$ cat src/rtl/mips_dmem_arbiter_if.sv
// Purpose : bundle of both requester ports and the byte-wide data-memory port of the dmem arbiter.
// Latency : none, wiring only.
// Backpressure: requesters hold reqN until ackN; the memory side has no stall (mem_rdata is combinational).
//
// Ports (signals):
//   req0/req1, we0/we1, addr0/addr1, wdata0/wdata1   requester -> arbiter
//   ack0/ack1, err0/err1, rdata0/rdata1              arbiter -> requester
//   mem_addr, mem_wdata, mem_we, mem_re              arbiter -> memory
//   mem_rdata                                        memory -> arbiter
// Modports: slave = arbiter side, master = requester/memory side.
interface mips_dmem_arbiter_if #(
    parameter int MEM_ADDR_W = 10
);
    logic                  req0;
    logic                  req1;
    logic                  we0;
    logic                  we1;
    logic [31:0]           addr0;
    logic [31:0]           addr1;
    logic [31:0]           wdata0;
    logic [31:0]           wdata1;
    logic                  ack0;
    logic                  ack1;
    logic                  err0;
    logic                  err1;
    logic [31:0]           rdata0;
    logic [31:0]           rdata1;
    logic [MEM_ADDR_W-1:0] mem_addr;
    logic [7:0]            mem_wdata;
    logic                  mem_we;
    logic                  mem_re;
    logic [7:0]            mem_rdata;

    modport slave (
        input  req0, req1, we0, we1, addr0, addr1, wdata0, wdata1,
        output ack0, ack1, err0, err1, rdata0, rdata1,
        output mem_addr, mem_wdata, mem_we, mem_re,
        input  mem_rdata
    );

    modport master (
        output req0, req1, we0, we1, addr0, addr1, wdata0, wdata1,
        input  ack0, ack1, err0, err1, rdata0, rdata1,
        input  mem_addr, mem_wdata, mem_we, mem_re,
        output mem_rdata
    );
endinterface

$ cat src/rtl/mips_dmem_arbiter.sv
// Purpose : round-robin arbiter sharing one byte-wide data memory between two word requesters.
// Latency : grant at edge T, byte beats T+1..T+4, ack T+5 (bad address: ack/err at T+1).
// Backpressure: loser waits with req held; winner's later req changes are ignored until ack.
//
// Ports:
//   i_clk    system clock, rising edge
//   i_rst_n  asynchronous active-low reset
//   io_bus   requester ports 0/1 plus memory port (mips_dmem_arbiter_if.slave)
//   o_busy   high whenever the sequencer is not idle
module mips_dmem_arbiter #(
    parameter int MEM_ADDR_W = 10
) (
    input  logic               i_clk,
    input  logic               i_rst_n,
    mips_dmem_arbiter_if.slave io_bus,
    output logic               o_busy
);

    localparam int WORD_W = MEM_ADDR_W - 2;

    typedef enum logic [1:0] {
        ST_IDLE = 2'd0,
        ST_XFER = 2'd1,
        ST_RESP = 2'd2
    } state_t;

    state_t              r_state;
    state_t              w_state_nxt;

    logic                r_rr;       // port that wins a tie
    logic                r_id;       // port owning the current transaction
    logic                r_we;
    logic                r_err;
    logic [1:0]          r_beat;
    logic [WORD_W-1:0]   r_word;     // word index; byte offset comes from r_beat
    logic [31:0]         r_wdata;
    logic [31:0]         r_rdata0;
    logic [31:0]         r_rdata1;

    logic                w_req_any;
    logic                w_win;
    logic                w_win_we;
    logic [31:0]         w_win_addr;
    logic [31:0]         w_win_wdata;
    logic                w_bad;
    logic                w_grant;
    logic                w_xfer;
    logic                w_resp;

    // ---------------- arbitration and address check ----------------
    always_comb begin
        w_req_any   = io_bus.req0 | io_bus.req1;
        // a lone requester wins outright; a tie goes to the rr port
        w_win       = (io_bus.req0 & io_bus.req1) ? r_rr : io_bus.req1;
        w_win_we    = w_win ? io_bus.we1    : io_bus.we0;
        w_win_addr  = w_win ? io_bus.addr1  : io_bus.addr0;
        w_win_wdata = w_win ? io_bus.wdata1 : io_bus.wdata0;
        // misaligned or beyond the memory: rejected without touching memory
        w_bad       = (w_win_addr[1:0] != 2'b00) |
                      (w_win_addr[31:MEM_ADDR_W] != '0);
    end

    assign w_grant = (r_state == ST_IDLE) & w_req_any;
    assign w_xfer  = (r_state == ST_XFER);
    assign w_resp  = (r_state == ST_RESP);

    // ---------------- FSM ----------------
    always_ff @(posedge i_clk or negedge i_rst_n) begin
        if (!i_rst_n) begin
            r_state <= ST_IDLE;
        end else begin
            r_state <= w_state_nxt;
        end
    end

    always_comb begin
        w_state_nxt = r_state;
        case (r_state)
            ST_IDLE: begin
                if (w_req_any) begin
                    w_state_nxt = w_bad ? ST_RESP : ST_XFER;
                end
            end
            ST_XFER: begin
                if (r_beat == 2'd3) begin
                    w_state_nxt = ST_RESP;
                end
            end
            ST_RESP: begin
                w_state_nxt = ST_IDLE;
            end
            default: begin
                w_state_nxt = ST_IDLE;
            end
        endcase
    end

    // ---------------- transaction context and read assembly ----------------
    always_ff @(posedge i_clk or negedge i_rst_n) begin
        if (!i_rst_n) begin
            r_rr     <= 1'b0;
            r_id     <= 1'b0;
            r_we     <= 1'b0;
            r_err    <= 1'b0;
            r_beat   <= 2'd0;
            r_word   <= '0;
            r_wdata  <= '0;
            r_rdata0 <= '0;
            r_rdata1 <= '0;
        end else if (w_grant) begin
            r_id    <= w_win;
            r_rr    <= ~w_win;
            r_we    <= w_win_we;
            r_err   <= w_bad;
            r_beat  <= 2'd0;
            r_word  <= w_win_addr[MEM_ADDR_W-1:2];
            r_wdata <= w_win_wdata;
        end else if (w_xfer) begin
            // wraps back to 0 after beat 3, ready for the next grant
            r_beat <= r_beat + 2'd1;
            // little-endian: beat k fills byte lane k of the owner's rdata
            if (!r_we) begin
                if (r_id) begin
                    r_rdata1[{r_beat, 3'b000} +: 8] <= io_bus.mem_rdata;
                end else begin
                    r_rdata0[{r_beat, 3'b000} +: 8] <= io_bus.mem_rdata;
                end
            end
        end
    end

    // ---------------- outputs: pure decode of registered state ----------------
    always_comb begin
        io_bus.ack0      = w_resp & ~r_id;
        io_bus.ack1      = w_resp &  r_id;
        io_bus.err0      = w_resp & ~r_id & r_err;
        io_bus.err1      = w_resp &  r_id & r_err;
        io_bus.rdata0    = r_rdata0;
        io_bus.rdata1    = r_rdata1;
        io_bus.mem_addr  = '0;
        io_bus.mem_wdata = 8'h00;
        io_bus.mem_we    = 1'b0;
        io_bus.mem_re    = 1'b0;
        if (w_xfer) begin
            io_bus.mem_addr  = {r_word, r_beat};
            io_bus.mem_wdata = r_wdata[{r_beat, 3'b000} +: 8];
            io_bus.mem_we    = r_we;
            io_bus.mem_re    = ~r_we;
        end
        o_busy = (r_state != ST_IDLE);
    end

endmodule

$ cat src/flat_wrapper.sv
// flat-port wrapper written by rule: the top's interface ports become plain ports
module mips_dmem_arbiter_flat 
#(
    parameter int MEM_ADDR_W = 10
)
  (i_clk, i_rst_n, o_busy, io_bus_req0, io_bus_req1, io_bus_we0, io_bus_we1, io_bus_addr0, io_bus_addr1, io_bus_wdata0, io_bus_wdata1, io_bus_ack0, io_bus_ack1, io_bus_err0, io_bus_err1, io_bus_rdata0, io_bus_rdata1, io_bus_mem_addr, io_bus_mem_wdata, io_bus_mem_we, io_bus_mem_re, io_bus_mem_rdata);
  mips_dmem_arbiter_if #(.MEM_ADDR_W(MEM_ADDR_W)) io_bus_i ();
  input  logic i_clk;
  input  logic i_rst_n;
  output logic o_busy;
  input wire logic [$bits(io_bus_i.req0)-1:0] io_bus_req0;
  input wire logic [$bits(io_bus_i.req1)-1:0] io_bus_req1;
  input wire logic [$bits(io_bus_i.we0)-1:0] io_bus_we0;
  input wire logic [$bits(io_bus_i.we1)-1:0] io_bus_we1;
  input wire logic [$bits(io_bus_i.addr0)-1:0] io_bus_addr0;
  input wire logic [$bits(io_bus_i.addr1)-1:0] io_bus_addr1;
  input wire logic [$bits(io_bus_i.wdata0)-1:0] io_bus_wdata0;
  input wire logic [$bits(io_bus_i.wdata1)-1:0] io_bus_wdata1;
  output wire logic [$bits(io_bus_i.ack0)-1:0] io_bus_ack0;
  output wire logic [$bits(io_bus_i.ack1)-1:0] io_bus_ack1;
  output wire logic [$bits(io_bus_i.err0)-1:0] io_bus_err0;
  output wire logic [$bits(io_bus_i.err1)-1:0] io_bus_err1;
  output wire logic [$bits(io_bus_i.rdata0)-1:0] io_bus_rdata0;
  output wire logic [$bits(io_bus_i.rdata1)-1:0] io_bus_rdata1;
  output wire logic [$bits(io_bus_i.mem_addr)-1:0] io_bus_mem_addr;
  output wire logic [$bits(io_bus_i.mem_wdata)-1:0] io_bus_mem_wdata;
  output wire logic [$bits(io_bus_i.mem_we)-1:0] io_bus_mem_we;
  output wire logic [$bits(io_bus_i.mem_re)-1:0] io_bus_mem_re;
  input wire logic [$bits(io_bus_i.mem_rdata)-1:0] io_bus_mem_rdata;
  assign io_bus_i.req0 = io_bus_req0;
  assign io_bus_i.req1 = io_bus_req1;
  assign io_bus_i.we0 = io_bus_we0;
  assign io_bus_i.we1 = io_bus_we1;
  assign io_bus_i.addr0 = io_bus_addr0;
  assign io_bus_i.addr1 = io_bus_addr1;
  assign io_bus_i.wdata0 = io_bus_wdata0;
  assign io_bus_i.wdata1 = io_bus_wdata1;
  assign io_bus_ack0 = io_bus_i.ack0;
  assign io_bus_ack1 = io_bus_i.ack1;
  assign io_bus_err0 = io_bus_i.err0;
  assign io_bus_err1 = io_bus_i.err1;
  assign io_bus_rdata0 = io_bus_i.rdata0;
  assign io_bus_rdata1 = io_bus_i.rdata1;
  assign io_bus_mem_addr = io_bus_i.mem_addr;
  assign io_bus_mem_wdata = io_bus_i.mem_wdata;
  assign io_bus_mem_we = io_bus_i.mem_we;
  assign io_bus_mem_re = io_bus_i.mem_re;
  assign io_bus_i.mem_rdata = io_bus_mem_rdata;
  mips_dmem_arbiter #(.MEM_ADDR_W(MEM_ADDR_W)) u_core (.i_clk(i_clk), .i_rst_n(i_rst_n), .io_bus(io_bus_i), .o_busy(o_busy));
endmodule
$ cat config.mk
export PLATFORM = sky130hd
export DESIGN_NAME = mips_dmem_arbiter_flat
export DESIGN_NICKNAME = d
export VERILOG_FILES = /design/src/rtl/mips_dmem_arbiter_if.sv /design/src/rtl/mips_dmem_arbiter.sv /design/src/flat_wrapper.sv
export SDC_FILE = /design/constraint.sdc
export NUM_CORES = 1
export LEC_CHECK = 0
export BUFFER_PORTS_ARGS = -buffer_cell sky130_fd_sc_hd__buf_2
export CORE_MARGIN = 5
export CORE_UTILIZATION = 45
export CTS_BUF_LIST = sky130_fd_sc_hd__clkbuf_8
export DETAILED_ROUTE_END_ITERATION = 8
export PLACE_DENSITY = 0.9
export SLEW_MARGIN = 20
export SYNTH_ARGS = -nofsm -noshare
export SYNTH_HDL_FRONTEND = slang
export SYNTH_SLANG_ARGS = --single-unit
export TNS_END_PERCENT = 1
$ cat constraint.sdc
create_clock -name i_clk -period 2.6 [get_ports i_clk]
set_clock_uncertainty 0.05 [all_clocks]
set_input_delay 0.26 -clock i_clk [delete_from_list [all_inputs] [get_ports i_clk]]
set_output_delay 0.26 -clock i_clk [all_outputs]
set_load 0.03 [all_outputs]
==> metrics.md <==
| Metric | Value |
|---|---|
| Max-cap violations | 0 |
| Synth warnings | 0 |
| Worst-margin pin slew | roughly 560 ps |
| Ys flop type | dfrtp_1 |
| Die Ht | 114.6 um |
| Worst path slowest cell | mux4_2 |
| Die width | ~110 um |
| GPL Wtd Cong | about 0.84 |
| Tmin final | 2300 ps |
| Io pins | 231 |
| Post-synth top cells | 112 x dfrtp_1, 108 x nand2_1, 65 x o21ai_0 |
| CP required | roughly 2300 ps |
| Worst-path clk slew | ~110 ps |
| Total gr overflow | 0 |
| Worst VDD drop | about 0.00038 V |
| Fin util | between 50 and 60% |
| Data arrival, critical path | 1990 ps |
| Synth area leader | dfrtp_1 |
| Num CTS Buffers | 9 |
| Setup violators final | 0 |
| Post-synthesis average cell area | about 10 um2 |
| Worst Setup SP | u_core.r_beat[0] |
| Fmax | ~430 MHz |
| # diodes | 0 |
| Aggregate routed wire length | about 14000 um |
| RSZ-0062 raised after global routing | no |
| 1st-iter DRT viols | approximately 450 |
| Synth top area share | 56.90% |
| Htree depth | 3 |
| Synth area leaders | dfrtp_1 57%, a222oi_1 8.3%, nand2_1 8.2%, o21ai_0 6.6%, mux4_2 3.7% |
| Hold depth | 3 |
| Hold Vio Cnt, Final | 0 |
| FP Rows | 38 |
| Slew headroom | a little over three fifths |
| Kind of critical path | flop to primary output |
| PostCTS Resize Cnt | 0 |
| Setup TNS | 0 ps |
| End of the worst register-to-register path | u_core.io_bus.rdata0[1] |
| Synthesized flop and latch total | roughly 110 |
| Outcome | complete, no violations |
| Final period utilization | between 80% and 90% |
| Fraction of layout cells with a size suffix above 1 | approximately 39% |
| Vias in the first global route | 4456 |
| Max stage delay on crit path | 510 ps |
| Hold_sp | io_bus_addr1[9] |
| Synth unique cells | 32 |
| Wire per inst | ~17 um |
| Drc violations | 0 |
| Syn Nets | ~620 |
| Worst path cell trace | buf_4, mux4_2, and2_1, buf_2 |
| Syn Std Cell Area | approximately 0.0049 mm2 |
| CTS tree | built |
| Initial antenna violation count | 0 |
| Critical Path Start Type | flop |
| Die area | between 0.01 and 0.015 mm2 |
| Post-synth EDFFs | 0 |
| Reg2reg path depth | 5 |
| Maximum root-to-sink buffer count | 2 |
| CORE AREA | ~0.011 mm2 |
| Root Buffer | clkbuf_8 |
| Power Density | about 550 mW/mm2 |
| Ys async rst share | 100.0% |
| Hold EP | u_core.r_word[7] |
| Vias | between 4000 and 5000 |
| Slew Viols, Final | 0 |
| Mapped Cells | 471 |
| Layout area overhead | 30.05% |
| HPWL Detailed | between 10000 and 15000 um |
| Leak pwr | roughly 3.3 nW |
| Vias per cell | 5.319 |
| Most frequent cell after synthesis | dfrtp_1 |
| Fillers | between 900 and 1000 |
| Register area share after synthesis | 56.90% |
| First drt pass iteration count | 8 |
| Critical R2R Launch | u_core.r_beat[0] |
| Initial Util | between 40% and 50% |
| First-pass GRT wire length | between 20000 and 25000 um |
| R2r setup slk | 570 ps |
| Nets | ~840 |
| PortBufs | between 200 and 250 |
| Gr usage total | between 20% and 30% |
| Routed Antenna Nets | 0 |
| Hold Crit Class | input pin to flop |
| Critical-path maximum fanout | 11 |
| Sink Count | 112 |
| Largest net degree at the start of global routing | 48 |
| Nature of the critical path endpoint | primary output |
| Clk Latency, worst-skew pair | 360 ps |
==> metal layers <==
metal | up-vias | global-route usage, % | share of wire (%)
li1 | 2118 | - | -
met1 | 2123 | 28.93 | 41
met4 | 0 | 5.463 | 1.2
met3 | 13 | 5.550 | 10
met2 | 214 | 35.47 | 48
met5 | - | 0 | 0
==> per-stage QoR <==
| stage | setup WS (ps) | total power [W] | instance area [um2] | std cells | hold slack, ps |
|---|---|---|---|---|---|
| detailed placement | 566.0 | 0.002538 | 6197 | 823 | 204.9 |
| global route | 114.1 | 0.003710 | 6406 | 840 | 35.38 |
| finish | 299.6 | 0.003530 | 6406 | 840 | 44.30 |
| floorplan | 520.8 | 0.002296 | 4926 | 471 | -85.59 |
| global placement | 705.9 | 0.002513 | 6197 | 823 | 201.2 |
| CTS | 262.7 | 0.003560 | 6406 | 840 | 17.21 |
==> power by group <==
group          switching, W  internal (W)  leakage [nW]
logic              0.000259      0.000262          2.05
registers         0.0000950       0.00189          1.15
clock network      0.000628      0.000399        0.0982
total              0.000981       0.00255          3.30
==> critical path, delay by kind of cell (launching register included) <==
family | cells | cell delay (ps)
muxes | 1 | 510
DFF | 1 | 470
buffers and inverters | 2 | 460
and+or+nand+nor | 1 | 190
==> how the worst max path moves through the flow <==
| stage | cells after the start | to | slack, ps |
|---|---|---|---|
| global route | 4 | io_bus_mem_wdata[7] | 110 |
| global placement | 5 | u_core.io_bus.rdata1[4] | 710 |
| floorplan | 6 | u_core.io_bus.rdata0[29] | 520 |
| detailed placement | 5 | u_core.io_bus.rdata0[1] | 570 |
| finish | 4 | io_bus_mem_wdata[0] | 300 |
| CTS | 4 | io_bus_mem_wdata[5] | 260 |
==> cell usage in the layout, fill, tap and decap left out, types with 2 or more instances in the layout <==
cell and count:
mux4_2 8, nor4_1 12, nand2_1 108, nand3_1 2
nor3b_2 4, nor3_1 2, and2_1 19, inv_6 2
a222oi_1 41, ha_1 6, inv_1 44, clkbuf_8 10
buf_2 229, o21ai_0 65, nor2_1 3, dfrtp_1 112
buf_4 9
==> state kept, by name, summed over array words and instances, names as in the netlist <==
register	count
u_core.io_bus.rdata0	32
u_core.r_we	1
u_core.r_wdata	32
u_core.r_beat	2
u_core.r_id	1
u_core.r_rr	1
u_core.r_state	2
u_core.io_bus.rdata1	32
u_core.r_word	8
u_core.r_err	1
==> cell families after synthesis <==
kind of cell    count (synthesis)  share of synthesized area, %
compound gates                113                         16.21
fa+ha+maj                       6                         1.524
buf+inv                        71                         6.248
flops                         112                         56.90
mux                             9                         3.886
simple gates                  160                         15.24
==> layout make-up <==
type | count | area, um2 | area share, %
Inverter | 44 | 165.2 | 2.578
Tap cell | 140 | 175.2 | 2.734
Clock buffer | 10 | 137.6 | 2.148
Clock inverter | 6 | 61.31 | 0.9570
Timing Repair Buffer | 240 | 1244 | 19.41
Sequential cell | 112 | 2803 | 43.75
Multi-Input combinational cell | 288 | 1821 | 28.42
==> what timing repair did <==
action / CTS / global route
setup buffers: 0 / 0
hold buffers: 1 / 0
endpoints found under the hold margin: 37 / 0
Power figures use the tool's default switching activity.
